**src/rtl/gpu_pkg.sv**
```systemverilog
// Shared constants for the scope display scan controller: raster timing,
// colour width, config address map, layer enable bits and reset colours.
package gpu_pkg;

    localparam int H_ACTIVE = 800;
    localparam int H_FP     = 40;
    localparam int H_SYNC   = 128;
    localparam int H_BP     = 88;
    localparam int V_ACTIVE = 600;
    localparam int V_FP     = 1;
    localparam int V_SYNC   = 4;
    localparam int V_BP     = 23;

    localparam int COLOUR_W = 12;
    typedef logic [COLOUR_W-1:0] colour_t;

    typedef enum logic [1:0] {
        CFG_FRAME  = 2'd0,
        CFG_TRACE  = 2'd1,
        CFG_CURSOR = 2'd2,
        CFG_BG     = 2'd3
    } cfg_addr_e;

    localparam int EN_FRAME  = 0;
    localparam int EN_TRACE  = 1;
    localparam int EN_CURSOR = 2;

    localparam colour_t    RST_FRAME_COL  = 12'h555;
    localparam colour_t    RST_TRACE_COL  = 12'h0F0;
    localparam colour_t    RST_CURSOR_COL = 12'hFF0;
    localparam colour_t    RST_BG_COL     = 12'h000;
    localparam logic [2:0] RST_EN         = 3'b111;

endpackage

```
**src/rtl/gpu_scan_timing.sv**
```systemverilog
// Raster counters for the scan controller: row/col bus, visible-area flag,
// sync regions and the frame commit point (first blanking line, pixel 0).
module gpu_scan_timing
    import gpu_pkg::*;
#(
    parameter int P_H_ACTIVE = H_ACTIVE,
    parameter int P_H_FP     = H_FP,
    parameter int P_H_SYNC   = H_SYNC,
    parameter int P_H_BP     = H_BP,
    parameter int P_V_ACTIVE = V_ACTIVE,
    parameter int P_V_FP     = V_FP,
    parameter int P_V_SYNC   = V_SYNC,
    parameter int P_V_BP     = V_BP
) (
    input  logic       clk,
    input  logic       rst_n,
    output logic [9:0] o_row,
    output logic [9:0] o_col,
    output logic       o_in_active,
    output logic       o_hsync_region,
    output logic       o_vsync_region,
    output logic       o_commit
);

    localparam logic [10:0] H_ACT_END = 11'(P_H_ACTIVE);
    localparam logic [10:0] HS_START  = 11'(P_H_ACTIVE + P_H_FP);
    localparam logic [10:0] HS_END    = 11'(P_H_ACTIVE + P_H_FP + P_H_SYNC - 1);
    localparam logic [10:0] H_LAST    = 11'(P_H_ACTIVE + P_H_FP + P_H_SYNC + P_H_BP - 1);
    localparam logic [9:0]  V_ACT_END = 10'(P_V_ACTIVE);
    localparam logic [9:0]  VS_START  = 10'(P_V_ACTIVE + P_V_FP);
    localparam logic [9:0]  VS_END    = 10'(P_V_ACTIVE + P_V_FP + P_V_SYNC - 1);
    localparam logic [9:0]  V_LAST    = 10'(P_V_ACTIVE + P_V_FP + P_V_SYNC + P_V_BP - 1);

    logic [10:0] r_hcnt;
    logic [9:0]  r_vcnt;
    logic        r_run;

    // The first clock after reset release only arms r_run, so the raster
    // starts at 0,0 with everything quiet while reset is held.
    always_ff @(posedge clk or negedge rst_n) begin
        if (!rst_n) begin
            r_run  <= 1'b0;
            r_hcnt <= '0;
            r_vcnt <= '0;
        end else if (!r_run) begin
            r_run <= 1'b1;
        end else if (r_hcnt == H_LAST) begin
            r_hcnt <= '0;
            r_vcnt <= (r_vcnt == V_LAST) ? 10'd0 : r_vcnt + 10'd1;
        end else begin
            r_hcnt <= r_hcnt + 11'd1;
        end
    end

    assign o_row          = r_vcnt;
    assign o_col          = r_hcnt[9:0];
    assign o_in_active    = r_run && (r_hcnt < H_ACT_END) && (r_vcnt < V_ACT_END);
    assign o_hsync_region = r_run && (r_hcnt >= HS_START) && (r_hcnt <= HS_END);
    assign o_vsync_region = r_run && (r_vcnt >= VS_START) && (r_vcnt <= VS_END);
    assign o_commit       = r_run && (r_hcnt == 11'd0) && (r_vcnt == V_ACT_END);

endmodule

```
**src/rtl/gpu_scan_controller.sv**
```systemverilog
// Scan controller and layer mixer: drives row/col to the overlay layers,
// merges their hits by priority into a registered RGB444 pixel with syncs.
module gpu_scan_controller
    import gpu_pkg::*;
#(
    parameter int P_H_ACTIVE = H_ACTIVE,
    parameter int P_H_FP     = H_FP,
    parameter int P_H_SYNC   = H_SYNC,
    parameter int P_H_BP     = H_BP,
    parameter int P_V_ACTIVE = V_ACTIVE,
    parameter int P_V_FP     = V_FP,
    parameter int P_V_SYNC   = V_SYNC,
    parameter int P_V_BP     = V_BP
) (
    input  logic        clk,
    input  logic        rst_n,
    output logic [9:0]  row,
    output logic [9:0]  col,
    output logic        in_active,
    input  logic        frame_hit,
    input  logic        trace_hit,
    input  logic        cursor_hit,
    input  logic        cfg_valid,
    output logic        cfg_ready,
    input  logic [1:0]  cfg_addr,
    input  logic [14:0] cfg_data,
    output logic [11:0] rgb,
    output logic        hsync,
    output logic        vsync,
    output logic        de,
    output logic        frame_start
);

    logic    w_in_active;
    logic    w_hs_region;
    logic    w_vs_region;
    logic    w_commit;
    logic    w_wr;
    colour_t w_pix;

    colour_t    r_sh_frame, r_sh_trace, r_sh_cursor, r_sh_bg;
    colour_t    r_act_frame, r_act_trace, r_act_cursor, r_act_bg;
    logic [2:0] r_sh_en, r_act_en;

    gpu_scan_timing #(
        .P_H_ACTIVE (P_H_ACTIVE),
        .P_H_FP     (P_H_FP),
        .P_H_SYNC   (P_H_SYNC),
        .P_H_BP     (P_H_BP),
        .P_V_ACTIVE (P_V_ACTIVE),
        .P_V_FP     (P_V_FP),
        .P_V_SYNC   (P_V_SYNC),
        .P_V_BP     (P_V_BP)
    ) u_timing (
        .clk            (clk),
        .rst_n          (rst_n),
        .o_row          (row),
        .o_col          (col),
        .o_in_active    (w_in_active),
        .o_hsync_region (w_hs_region),
        .o_vsync_region (w_vs_region),
        .o_commit       (w_commit)
    );

    assign in_active = w_in_active;
    // Blocking writes on the commit cycle keeps the shadow stable while it is copied.
    assign cfg_ready = ~w_commit;
    assign w_wr      = cfg_valid & cfg_ready;

    always_ff @(posedge clk or negedge rst_n) begin
        if (!rst_n) begin
            r_sh_frame   <= RST_FRAME_COL;
            r_sh_trace   <= RST_TRACE_COL;
            r_sh_cursor  <= RST_CURSOR_COL;
            r_sh_bg      <= RST_BG_COL;
            r_sh_en      <= RST_EN;
            r_act_frame  <= RST_FRAME_COL;
            r_act_trace  <= RST_TRACE_COL;
            r_act_cursor <= RST_CURSOR_COL;
            r_act_bg     <= RST_BG_COL;
            r_act_en     <= RST_EN;
        end else if (w_commit) begin
            r_act_frame  <= r_sh_frame;
            r_act_trace  <= r_sh_trace;
            r_act_cursor <= r_sh_cursor;
            r_act_bg     <= r_sh_bg;
            r_act_en     <= r_sh_en;
        end else if (w_wr) begin
            case (cfg_addr)
                CFG_FRAME:  r_sh_frame  <= cfg_data[COLOUR_W-1:0];
                CFG_TRACE:  r_sh_trace  <= cfg_data[COLOUR_W-1:0];
                CFG_CURSOR: r_sh_cursor <= cfg_data[COLOUR_W-1:0];
                default: begin
                    r_sh_bg <= cfg_data[COLOUR_W-1:0];
                    r_sh_en <= cfg_data[14:12];
                end
            endcase
        end
    end

    always_comb begin
        w_pix = '0;
        if (w_in_active) begin
            if (cursor_hit && r_act_en[EN_CURSOR]) begin
                w_pix = r_act_cursor;
            end else if (trace_hit && r_act_en[EN_TRACE]) begin
                w_pix = r_act_trace;
            end else if (frame_hit && r_act_en[EN_FRAME]) begin
                w_pix = r_act_frame;
            end else begin
                w_pix = r_act_bg;
            end
        end
    end

    always_ff @(posedge clk or negedge rst_n) begin
        if (!rst_n) begin
            rgb         <= '0;
            hsync       <= 1'b0;
            vsync       <= 1'b0;
            de          <= 1'b0;
            frame_start <= 1'b0;
        end else begin
            rgb         <= w_pix;
            hsync       <= w_hs_region;
            vsync       <= w_vs_region;
            de          <= w_in_active;
            frame_start <= w_commit;
        end
    end

endmodule

```
**config.mk**
```make
export PLATFORM = sky130hd
export DESIGN_NAME = gpu_scan_controller
export DESIGN_NICKNAME = d
export VERILOG_FILES = /design/src/rtl/gpu_pkg.sv /design/src/rtl/gpu_scan_timing.sv /design/src/rtl/gpu_scan_controller.sv
export SDC_FILE = /design/constraint.sdc
export NUM_CORES = 1
export LEC_CHECK = 0
export ABC_AREA = 1
export CORE_ASPECT_RATIO = 0.75
export CORE_MARGIN = 10
export CORE_UTILIZATION = 52
export DETAILED_ROUTE_END_ITERATION = 16
export GPL_ROUTABILITY_DRIVEN = 0
export MAX_ROUTING_LAYER = met4
export PLACE_DENSITY = 0.76
export SETUP_SLACK_MARGIN = 0.5
export SLEW_MARGIN = 10
export SYNTH_ARGS = -nofsm -noshare
export SYNTH_HDL_FRONTEND = slang
export SYNTH_SLANG_ARGS = --single-unit
```
**constraint.sdc**
```tcl
create_clock -name clk -period 1.5 [get_ports clk]
set_input_delay 0.3 -clock clk [delete_from_list [all_inputs] [get_ports clk]]
set_output_delay 0.3 -clock clk [all_outputs]
set_load 0.03 [all_outputs]
```
==> impl_metrics.json, run 1 <==
{
  "yosysTopAreaCell": "dfrtp_1",
  "worstPathArrival_ps": 1780,
  "layout_commonest_cell": "nand2_1",
  "wire_per_inst_um": 25.39,
  "leakage_uw": 0.005208,
  "grt_max_degree": 43,
  "cp-start-kind": "flop",
  "route.detailed.drc": 0,
  "final-setup-viol-count": 132,
  "max_freq_mhz": 480.5,
  "synth_area_leaders": "dfrtp_1, nand2_1, dfstp_2, nand4_1, nor2_1",
  "viasPerCell": 6.578,
  "met2_usage_pct": 35.90,
  "root_buffer": "clkbuf_16",
  "core_area_mm2": 0.01231,
  "hold_violations": 18,
  "grt_pass1_vias": 6019,
  "irDropWorstVdd_v": 0.001133,
  "whs_ps": -207.7,
  "drt_iter0_markers": 1344,
  "slew_violations": 0,
  "total_power_uw": 10860,
  "first_pass_iters": 9,
  "grt_use_met1_pct": 28.03,
  "grt_util_all_layers_pct": 22.19,
  "maxCapViolations": 0,
  "dieArea_mm2": 0.01749,
  "grt.overflow.total": 0,
  "reg2reg_to": "r_sh_cursor[2]$_DFFE_PN0P_",
  "synth-seq-cells": 140,
  "powerDensity_mw_per_mm2": 1039,
  "port_buffers": 60,
  "clock_sinks": 140,
  "cp_top_family": "simple AND/OR/NAND/NOR gates",
  "die_x_um": 149.4,
  "grt_pass1_wl_mm": 30.17,
  "met3_usage_pct": 4.072,
  "areaGrowthSynthToFinish_pct": 59.95,
  "crit_buf_inv": 3,
  "numCtsBuffers": 17,
  "clock_skew_ps": 10.48,
  "dpl.hpwl_mm": 11.80,
  "postLayoutSetupSlackWorst_ps": -581.3,
  "multi_input_area_mm2": 0.003371,
  "critical_path.endpoint_type": "primary output",
  "antenna_found_initial": 0,
  "final_cell_mix": "nand2_1, nand2_2, dfrtp_1",
  "slowest_stage": "dfrtp_1",
  "synth_cell_types": 30,
  "required_ps": 1200,
  "min_period_ps": 2081,
  "r2r-start": "u_timing.r_hcnt[5]$_DFFE_PN0P_",
  "busiest_layer": "met2",
  "io_pins": 61,
  "fillers": 486,
  "status": "finished, violations left",
  "path_class": "flop to primary output",
  "nets": 980,
  "path_max_fanout": 4,
  "cts_tree": "built",
  "r2r_cells": 12,
  "synth_top_area_share_pct": 37.54,
  "drive_gt1_share_pct": 51.45,
  "netlist_area_mm2": 0.006533,
  "violations": "negative hold slack, negative setup slack",
  "yosys_warnings": 0,
  "cts.clk_slew.worst_paths_ps": 60,
  "rsz0062_at_grt": "yes",
  "period_share_pct": 138.8,
  "ys_seq_area_share_pct": 54.43,
  "hold_path.class": "input pin to asynchronous set/reset pin",
  "initial_core_util_pct": 53.09,
  "drt_wl_total_mm": 28.70,
  "vias": 7433,
  "num_antenna_cells": 0,
  "slowest_delay_ps": 410,
  "syn_area_per_cell_um2": 8.332,
  "syn_inst": 784,
  "crit_chain": "buf_6, nor2_4, nand2_1, nor2_2, nand3_2, buf_12, buf_8",
  "htreeDepth": 4,
  "ant_nets": 0,
  "max-clock-path-buffers": 2,
  "fin_util_pct": 84.91,
  "die_h_um": 117.1,
  "seq_area_mm2": 0.003568,
  "syn_nets": 813,
  "clock_latency_ps": 430,
  "num_rows": 35,
  "r2r_setup_slack_ps": -560
}
==> area by class of cell <==
class | count | area share, %
inverter | 50 | 2.167
clock buffer | 22 | 4.538
multi-input combinational | 539 | 32.26
tap | 166 | 1.988
clock inverter | 10 | 1.329
timing repair inverter | 2 | 0.2275
timing repair buffer | 201 | 23.34
sequential | 140 | 34.15
==> worst register-to-register path, delay by kind of cell, from the launching register on <==
kind	cells	cell delay (ps)
and+or+nand+nor	7	830
buffers and inverters	5	750
DFF	1	410
==> Yosys cell counts, drive strengths merged <==
cell type / instances
nor3b: 2
ha: 6
conb: 1
inv: 48
xnor2: 1
o2111ai: 1
clkinv: 2
xor2: 9
nand2: 325
o22ai: 12
nand3: 25
clkbuf: 12
nor2: 55
nand2b: 1
nor3: 3
dfrtp: 98
buf: 43
dfstp: 42
a21oi: 5
nand3b: 1
o21ai: 37
nand4: 55
==> power by group <==
group | switching (µW) | internal, µW | total [µW]
clock | 1740 | 2750 | 4490
sequential | 342 | 4140 | 4480
combinational | 1120 | 765 | 1890
==> per-layer routing <==
metal	routed length, µm	share of wire, %	up-vias
met5	0	0	-
met4	2410	8.4	0
met3	3628	13	287
met2	12570	44	790
met1	10080	35	3526
li1	-	-	2830
==> per-stage QoR <==
step	setup slack [ps]	std cells	setup TNS, ps	instance area (µm²)
after detailed placement	-671.8	1039	-26590	7700
after floorplan	-221.8	784	-10730	6634
final	-581.3	1130	-50220	10450
after CTS	-474.1	1084	-37920	8767
after global placement	-627.5	1039	-20260	7700
after global routing	-618.5	1130	-55770	10450
==> worst max-delay path by stage <==
stage	start	to	cells after the start
detailed placement	u_timing.r_hcnt[9]$_DFFE_PN0P_	in_active	10
CTS	u_timing.o_row[0]$_DFFE_PN0P_	cfg_ready	9
global placement	u_timing.r_hcnt[9]$_DFFE_PN0P_	in_active	10
global route	u_timing.r_hcnt[1]$_DFFE_PN0P_	cfg_ready	9
floorplan	u_timing.o_row[0]$_DFFE_PN0P_	cfg_ready	9
finish	u_timing.r_hcnt[5]$_DFFE_PN0P_	cfg_ready	7
==> state kept, by name (all words and copies together), names as in the netlist, 10 cells and up <==
name             count
r_act_trace         12
r_act_frame         12
u_timing.r_hcnt     11
r_act_cursor        12
u_timing.o_row      10
r_act_bg            12
r_sh_frame          12
r_sh_cursor         12
r_sh_bg             12
r_sh_trace          12
rgb                 12
==> cell families after synthesis <==
kind of cell | share of synthesized area [%]
and+or+nand+nor | 29.96
DFF | 54.43
buffers and inverters | 8.562
AOI/OAI and AO/OA | 4.501
xor gates and xnor gates | 1.341
adders and majority gates | 1.149
other | 0.05741
==> timing repair <==
item                                   CTS  global route
setup endpoints to repair              177           177
endpoints found under the hold margin   18            18
buffers inserted                         9            28
gates cloned                             4            18
pin swaps                               18            87
resized for setup                      288           317
Note: power is estimated with default switching activity, not from simulation.
==> run 2, diff against run 1 <==
--- a/config.mk
+++ b/config.mk
@@ -6,13 +6,16 @@
 export NUM_CORES = 1
 export LEC_CHECK = 0
 export ABC_AREA = 1
+export CAP_MARGIN = 10
+export CELL_PAD_IN_SITES_DETAIL_PLACEMENT = 0
+export CELL_PAD_IN_SITES_GLOBAL_PLACEMENT = 1
 export CORE_ASPECT_RATIO = 0.75
 export CORE_MARGIN = 10
-export CORE_UTILIZATION = 52
+export CORE_UTILIZATION = 43
 export DETAILED_ROUTE_END_ITERATION = 16
 export GPL_ROUTABILITY_DRIVEN = 0
 export MAX_ROUTING_LAYER = met4
-export PLACE_DENSITY = 0.76
+export PLACE_DENSITY_LB_ADDON = 0.1
 export SETUP_SLACK_MARGIN = 0.5
 export SLEW_MARGIN = 10
 export SYNTH_ARGS = -nofsm -noshare
==> constraint.sdc (replaced) <==
create_clock -name clk -period 2.1 [get_ports clk]
set_input_delay 0.42 -clock clk [delete_from_list [all_inputs] [get_ports clk]]
set_output_delay 0.42 -clock clk [all_outputs]
set_load 0.03 [all_outputs]
==> impl_metrics.json, run 2 (synthesis results as in run 1) <==
{
  "maxCapViolations": 0,
  "path_max_fanout": 3,
  "fin_util_pct": 66.17,
  "grt_pass1_wl_mm": 29.59,
  "core_area_mm2": 0.01469,
  "postLayoutSetupSlackWorst_ps": 49.21,
  "dpl.hpwl_mm": 11.33,
  "hold_violations": 0,
  "grt_pass1_vias": 5481,
  "cp-start-kind": "flop",
  "wire_per_inst_um": 18.41,
  "critical_path.endpoint_type": "primary output",
  "pwr-share-comb_pct": 14.0,
  "numCtsBuffers": 17,
  "max-clock-path-buffers": 2,
  "die_x_um": 162.3,
  "grt.overflow.total": 0,
  "ant_nets": 0,
  "max_freq_mhz": 487.6,
  "final-setup-viol-count": 0,
  "grt_util_all_layers_pct": 18.51,
  "areaGrowthSynthToFinish_pct": 48.82,
  "vias": 5901,
  "antenna_found_initial": 0,
  "viasPerCell": 5.278,
  "port_buffers": 60,
  "period_share_pct": 97.66,
  "final_area_mm2": 0.009722,
  "multi_input_area_mm2": 0.003191,
  "status": "finished, final reports clean",
  "endpoint": "in_active",
  "seq_area_mm2": 0.003566,
  "pwr-share-seq_pct": 42.3,
  "hold_path.class": "input pin to flop",
  "htreeDepth": 4,
  "cts.clk_slew.worst_paths_ps": 70,
  "route.detailed.drc": 0,
  "drt_wl_total_mm": 20.58,
  "root_buffer": "clkbuf_16",
  "pre_cts_slack_ps": -182.0,
  "clock_sinks": 140,
  "worstPathArrival_ps": 1630,
  "rsz0062_at_grt": "yes",
  "drt_iter0_markers": 364,
  "r2r-start": "u_timing.r_hcnt[7]$_DFFE_PN0P_",
  "irDropWorstVdd_v": 0.0006775,
  "r2r_setup_slack_ps": 210,
  "powerDensity_mw_per_mm2": 760.5,
  "min_period_ps": 2051,
  "pwr-share-clk_pct": 43.8,
  "intPower_uw": 5392,
  "num_rows": 38,
  "num_antenna_cells": 0,
  "whs_ps": 449.7,
  "path_class": "flop to primary output",
  "grt_max_degree": 42,
  "leakage_uw": 0.004916,
  "cp-startpoint": "u_timing.r_hcnt[9]$_DFFE_PN0P_",
  "fillers": 1157,
  "slew_violations": 0,
  "nets": 934,
  "dieArea_mm2": 0.02057,
  "r2r_cells": 11,
  "required_ps": 1680,
  "reg2reg_to": "r_sh_frame[5]$_DFFE_PN0P_",
  "clock_latency_ps": 420,
  "dpl-instance-area_mm2": 0.007531,
  "clock_skew_ps": 8.721,
  "first_pass_iters": 5,
  "netSwitchingFraction_pct": 27.07,
  "die_h_um": 126.7,
  "initial_core_util_pct": 44.46,
  "switchingPower_uw": 2002,
  "layout_commonest_cell": "nand2_1",
  "cts_tree": "built",
  "final_cell_mix": "nand2_1, dfrtp_1, nand2_2",
  "drive_gt1_share_pct": 41.50,
  "io_pins": 61
}
[run 2: timing repair]
action | CTS | global route
endpoints found under the setup margin | 151 | 142
hold buffers | 1 | 0
hold endpoints to repair | 32 | 0
gates resized for setup | 166 | 302
buffers inserted | 1 | 24
pin swaps | 5 | 46
gates cloned | 6 | 14
[run 2: metal layers]
layer / GRT usage [%] / share of wire (%) / vias up
met1: 25.07 / 45 / 2929
li1: - / - / 2760
met2: 26.94 / 47 / 186
met3: 4.913 / 6.1 / 26
met5: - / 0 / -
met4: 4.698 / 1.6 / 0
[run 2: critical path: stages (launching register included)]
cell	delay, ps
dfrtp_1	350
nand2_1	70
inv_2	80
nand2_2	60
nand2_2	60
clkinv_2	50
o21ai_2	60
buf_6	130
nand2b_4	130
clkinvlp_4	80
buf_6	140
[run 2: area by class of cell]
type | count | share of cell area (%)
sequential | 140 | 36.68
multi-input combinational | 540 | 32.82
timing repair buffer | 155 | 18.98
clock buffer | 18 | 4.517
tap | 200 | 2.574
inverter | 50 | 2.381
clock inverter | 14 | 1.969
timing repair inverter | 1 | 0.07722
[run 2: worst min-delay path by stage]
stage	start	to	slack, ps	cells past startpoint
after global routing	cfg_valid	r_sh_frame[8]$_DFFE_PN1P_	440	3
final	cfg_valid	r_sh_cursor[5]$_DFFE_PN1P_	450	3
after CTS	cfg_valid	r_sh_cursor[5]$_DFFE_PN1P_	400	3
after floorplan	rst_n	de$_DFF_PN0_	120	0
after detailed placement	rst_n	de$_DFF_PN0_	370	1
after global placement	rst_n	de$_DFF_PN0_	360	1
[run 2: power by group through the flow]
| stage | Clock, µW | Combinational (µW) | Sequential, µW |
|---|---|---|---|
| 2_1_floorplan | 0 | 505 | 3110 |
| 3_3_place_gp | 0 | 874 | 3110 |
| 3_5_place_dp | 0 | 887 | 3110 |
| 4_1_cts | 3270 | 853 | 3070 |
| 5_1_grt | 3410 | 1130 | 3150 |
| 6_report | 3240 | 1030 | 3120 |
[run 2: per-stage QoR]
step | power [µW] | TNS (ps) | cells
4_1_cts | 7191 | 0 | 1080
2_1_floorplan | 3619 | 0 | 784
3_5_place_dp | 3998 | -182.0 | 1040
6_report | 7393 | 0 | 1118
5_1_grt | 7681 | -84.67 | 1118
3_3_place_gp | 3979 | -140.4 | 1040
==> run 3, diff against run 2 <==
--- a/config.mk
+++ b/config.mk
@@ -20,4 +20,5 @@
 export SLEW_MARGIN = 10
 export SYNTH_ARGS = -nofsm -noshare
 export SYNTH_HDL_FRONTEND = slang
+export SYNTH_HIERARCHICAL = 1
 export SYNTH_SLANG_ARGS = --single-unit
==> impl_metrics.json, run 3 <==
{
  "status": "finished, violations left",
  "violations": "negative setup slack",
  "place_inst": 1046,
  "ys_async_sr_fraction_pct": 100.0,
  "viasPerCell": 5.397,
  "r2r-start": "u_timing/r_hcnt[0]$_DFFE_PN0P_",
  "dieArea_mm2": 0.02049,
  "cts_tree": "built",
  "clock_latency_ps": 430,
  "vias": 6239,
  "numCtsBuffers": 17,
  "initial_core_util_pct": 44.39,
  "pwr-share-comb_pct": 16.9,
  "hold_path.class": "flop to flop",
  "path_class": "flop to flop",
  "port_buffers": 60,
  "num_antenna_cells": 0,
  "clock_sinks": 140,
  "grt_pass1_vias": 6127,
  "syn_nets": 810,
  "cp-start-kind": "flop",
  "ys_seq_area_share_pct": 54.71,
  "grt_pass1_wl_mm": 35.84,
  "worstPathArrival_ps": 2510,
  "dpl-instance-area_mm2": 0.007576,
  "num_rows": 38,
  "netlist_area_mm2": 0.006500,
  "slew_violations": 0,
  "drt_iter0_markers": 555,
  "intPower_uw": 5567,
  "synth-main-ff-cell": "dfrtp_1",
  "io_pins": 61,
  "yosys_warnings": 6,
  "max_freq_mhz": 458.5,
  "min_period_ps": 2181,
  "grt_util_all_layers_pct": 23.40,
  "critical_path.endpoint_type": "flop",
  "drt_wl_total_mm": 24.10,
  "netSwitchingFraction_pct": 29.05,
  "clock_skew_ps": 12.20,
  "synth_common_cells": "nand2_1, dfrtp_1, inv_1, nand3_1, o21ai_0",
  "grt.overflow.total": 0,
  "first_pass_iters": 5,
  "final_area_mm2": 0.01055,
  "hold_violations": 0,
  "max-clock-path-buffers": 2,
  "yosysTopAreaCell": "dfrtp_1",
  "leakage_uw": 0.005138,
  "die_h_um": 126.5,
  "ant_nets": 0,
  "layout_commonest_cell": "nand2_1",
  "powerDensity_mw_per_mm2": 744.0,
  "switchingPower_uw": 2279,
  "total_power_uw": 7846,
  "areaGrowthSynthToFinish_pct": 62.23,
  "dpl.hpwl_mm": 12.14,
  "pwr-share-clk_pct": 42.2,
  "synth_top_area_share_pct": 37.73,
  "syn_inst": 781,
  "syn_area_per_cell_um2": 8.323,
  "cts.clk_slew.worst_paths_ps": 70,
  "die_x_um": 162.0,
  "maxSlewHeadroom_pct": 47.40,
  "wire_per_inst_um": 20.85,
  "core_area_mm2": 0.01464,
  "synth-seq-cells": 140,
  "synth_edf_count": 0,
  "drive_gt1_share_pct": 50.00,
  "cp-startpoint": "u_timing/r_hcnt[0]$_DFFE_PN0P_",
  "irDropWorstVdd_v": 0.0006643,
  "final-setup-viol-count": 7,
  "required_ps": 2430,
  "tightest_slew_ps": 786.5,
  "min_from": "r_sh_cursor[5]$_DFFE_PN1P_",
  "postLayoutSetupSlackWorst_ps": -81.05,
  "yosysMostFrequentCell": "nand2_1",
  "nets": 972,
  "synth_area_leaders": "dfrtp_1, dfstp_2, nand2_1, inv_1, nand3_1",
  "path_max_fanout": 6,
  "antenna_found_initial": 0,
  "root_buffer": "clkbuf_16",
  "pwr-share-seq_pct": 40.9,
  "final_cell_mix": "nand2_1, dfrtp_1, inv_1",
  "synth_cell_types": 33,
  "fin_cells": 1156,
  "maxCapViolations": 0,
  "route.detailed.drc": 0,
  "grt_max_degree": 57,
  "period_share_pct": 103.9,
  "rsz0062_at_grt": "yes",
  "htreeDepth": 4
}
==> run 3: final timing paths <==
check	endpoint	cells after the start	slack, ps
max in group asynchronous	r_act_en[0]$_DFFE_PN1P_	3	760
max reg2reg	r_sh_frame[5]$_DFFE_PN0P_	15	-80
min in group asynchronous	u_timing/o_row[9]$_DFFE_PN0P_	2	530
min	r_act_cursor[5]$_DFFE_PN1P_	2	470
min reg2reg	r_act_cursor[5]$_DFFE_PN1P_	2	470
max	r_sh_frame[5]$_DFFE_PN0P_	15	-80
==> run 3: kinds of logic after synthesis <==
| family | after synthesis | share of synthesized area (%) |
|---|---|---|
| simple gates | 378 | 25.10 |
| flops | 140 | 54.71 |
| buf+inv | 134 | 9.143 |
| compound gates | 115 | 8.893 |
| xor+xnor | 7 | 0.9432 |
| fa+ha+maj | 6 | 1.155 |
| other cells | 1 | 0.05769 |
==> run 3: area by class of cell <==
type                    count  area (µm²)
clock buffers              18       439.2
flip-flops and latches    140        3566
repair buffers            175        2088
well taps                 200       250.2
clock inverters            14       206.4
fillers                  1060        4099
multi-input cells         516        3635
inverters                  93       360.3
==> run 3: power by group through the flow <==
stage                     Combinational (µW)  Sequential (µW)  Clock (µW)
after floorplan                          586             3130           0
after global placement                   952             3110           0
after detailed placement                 963             3120           0
after CTS                               1100             3130        3310
after global routing                    1440             3220        3470
final                                   1330             3210        3310
==> run 3: worst max-delay path, cell delays in order (launching register included) <==
cell	delay [ps]
dfrtp_1	400
inv_2	90
ha_4	120
nand4_1	80
nor2_1	130
nand2_1	100
nor2_4	170
buf_6	120
buf_12	100
nor2_4	30
buf_12	140
buf_12	130
buf_12	140
nand2_8	110
nand2_2	70
o21ai_1	130
==> run 3: metal layers <==
metal / track usage, % / wire [µm] / vias up
met5: - / 0 / -
met4: 7.848 / 641 / 0
met3: 5.882 / 1904 / 60
met2: 32.25 / 10790 / 282
met1: 32.76 / 10770 / 3085
li1: - / - / 2812
==> run 3: repair_timing <==
| action | in CTS | in global routing |
|---|---|---|
| setup endpoints to repair | 155 | 157 |
| hold buffers | 1 | 0 |
| pin swaps | 54 | 51 |
| resized for setup | 367 | 213 |
| cloned | 22 | 1 |
| setup buffers | 33 | 21 |
| hold endpoints to repair | 25 | 0 |
==> run 3: through the flow <==
stage	hold WS [ps]	setup slack [ps]	TNS, ps	utilization, %
after floorplan	124.4	254.9	0	-
after CTS	449.3	-56.98	-103.7	65.59
after global placement	421.0	-70.52	-70.52	51.73
after detailed placement	429.2	-65.52	-65.52	51.73
after global routing	476.1	-174.4	-4407	72.01
final	467.3	-81.05	-199.1	72.01
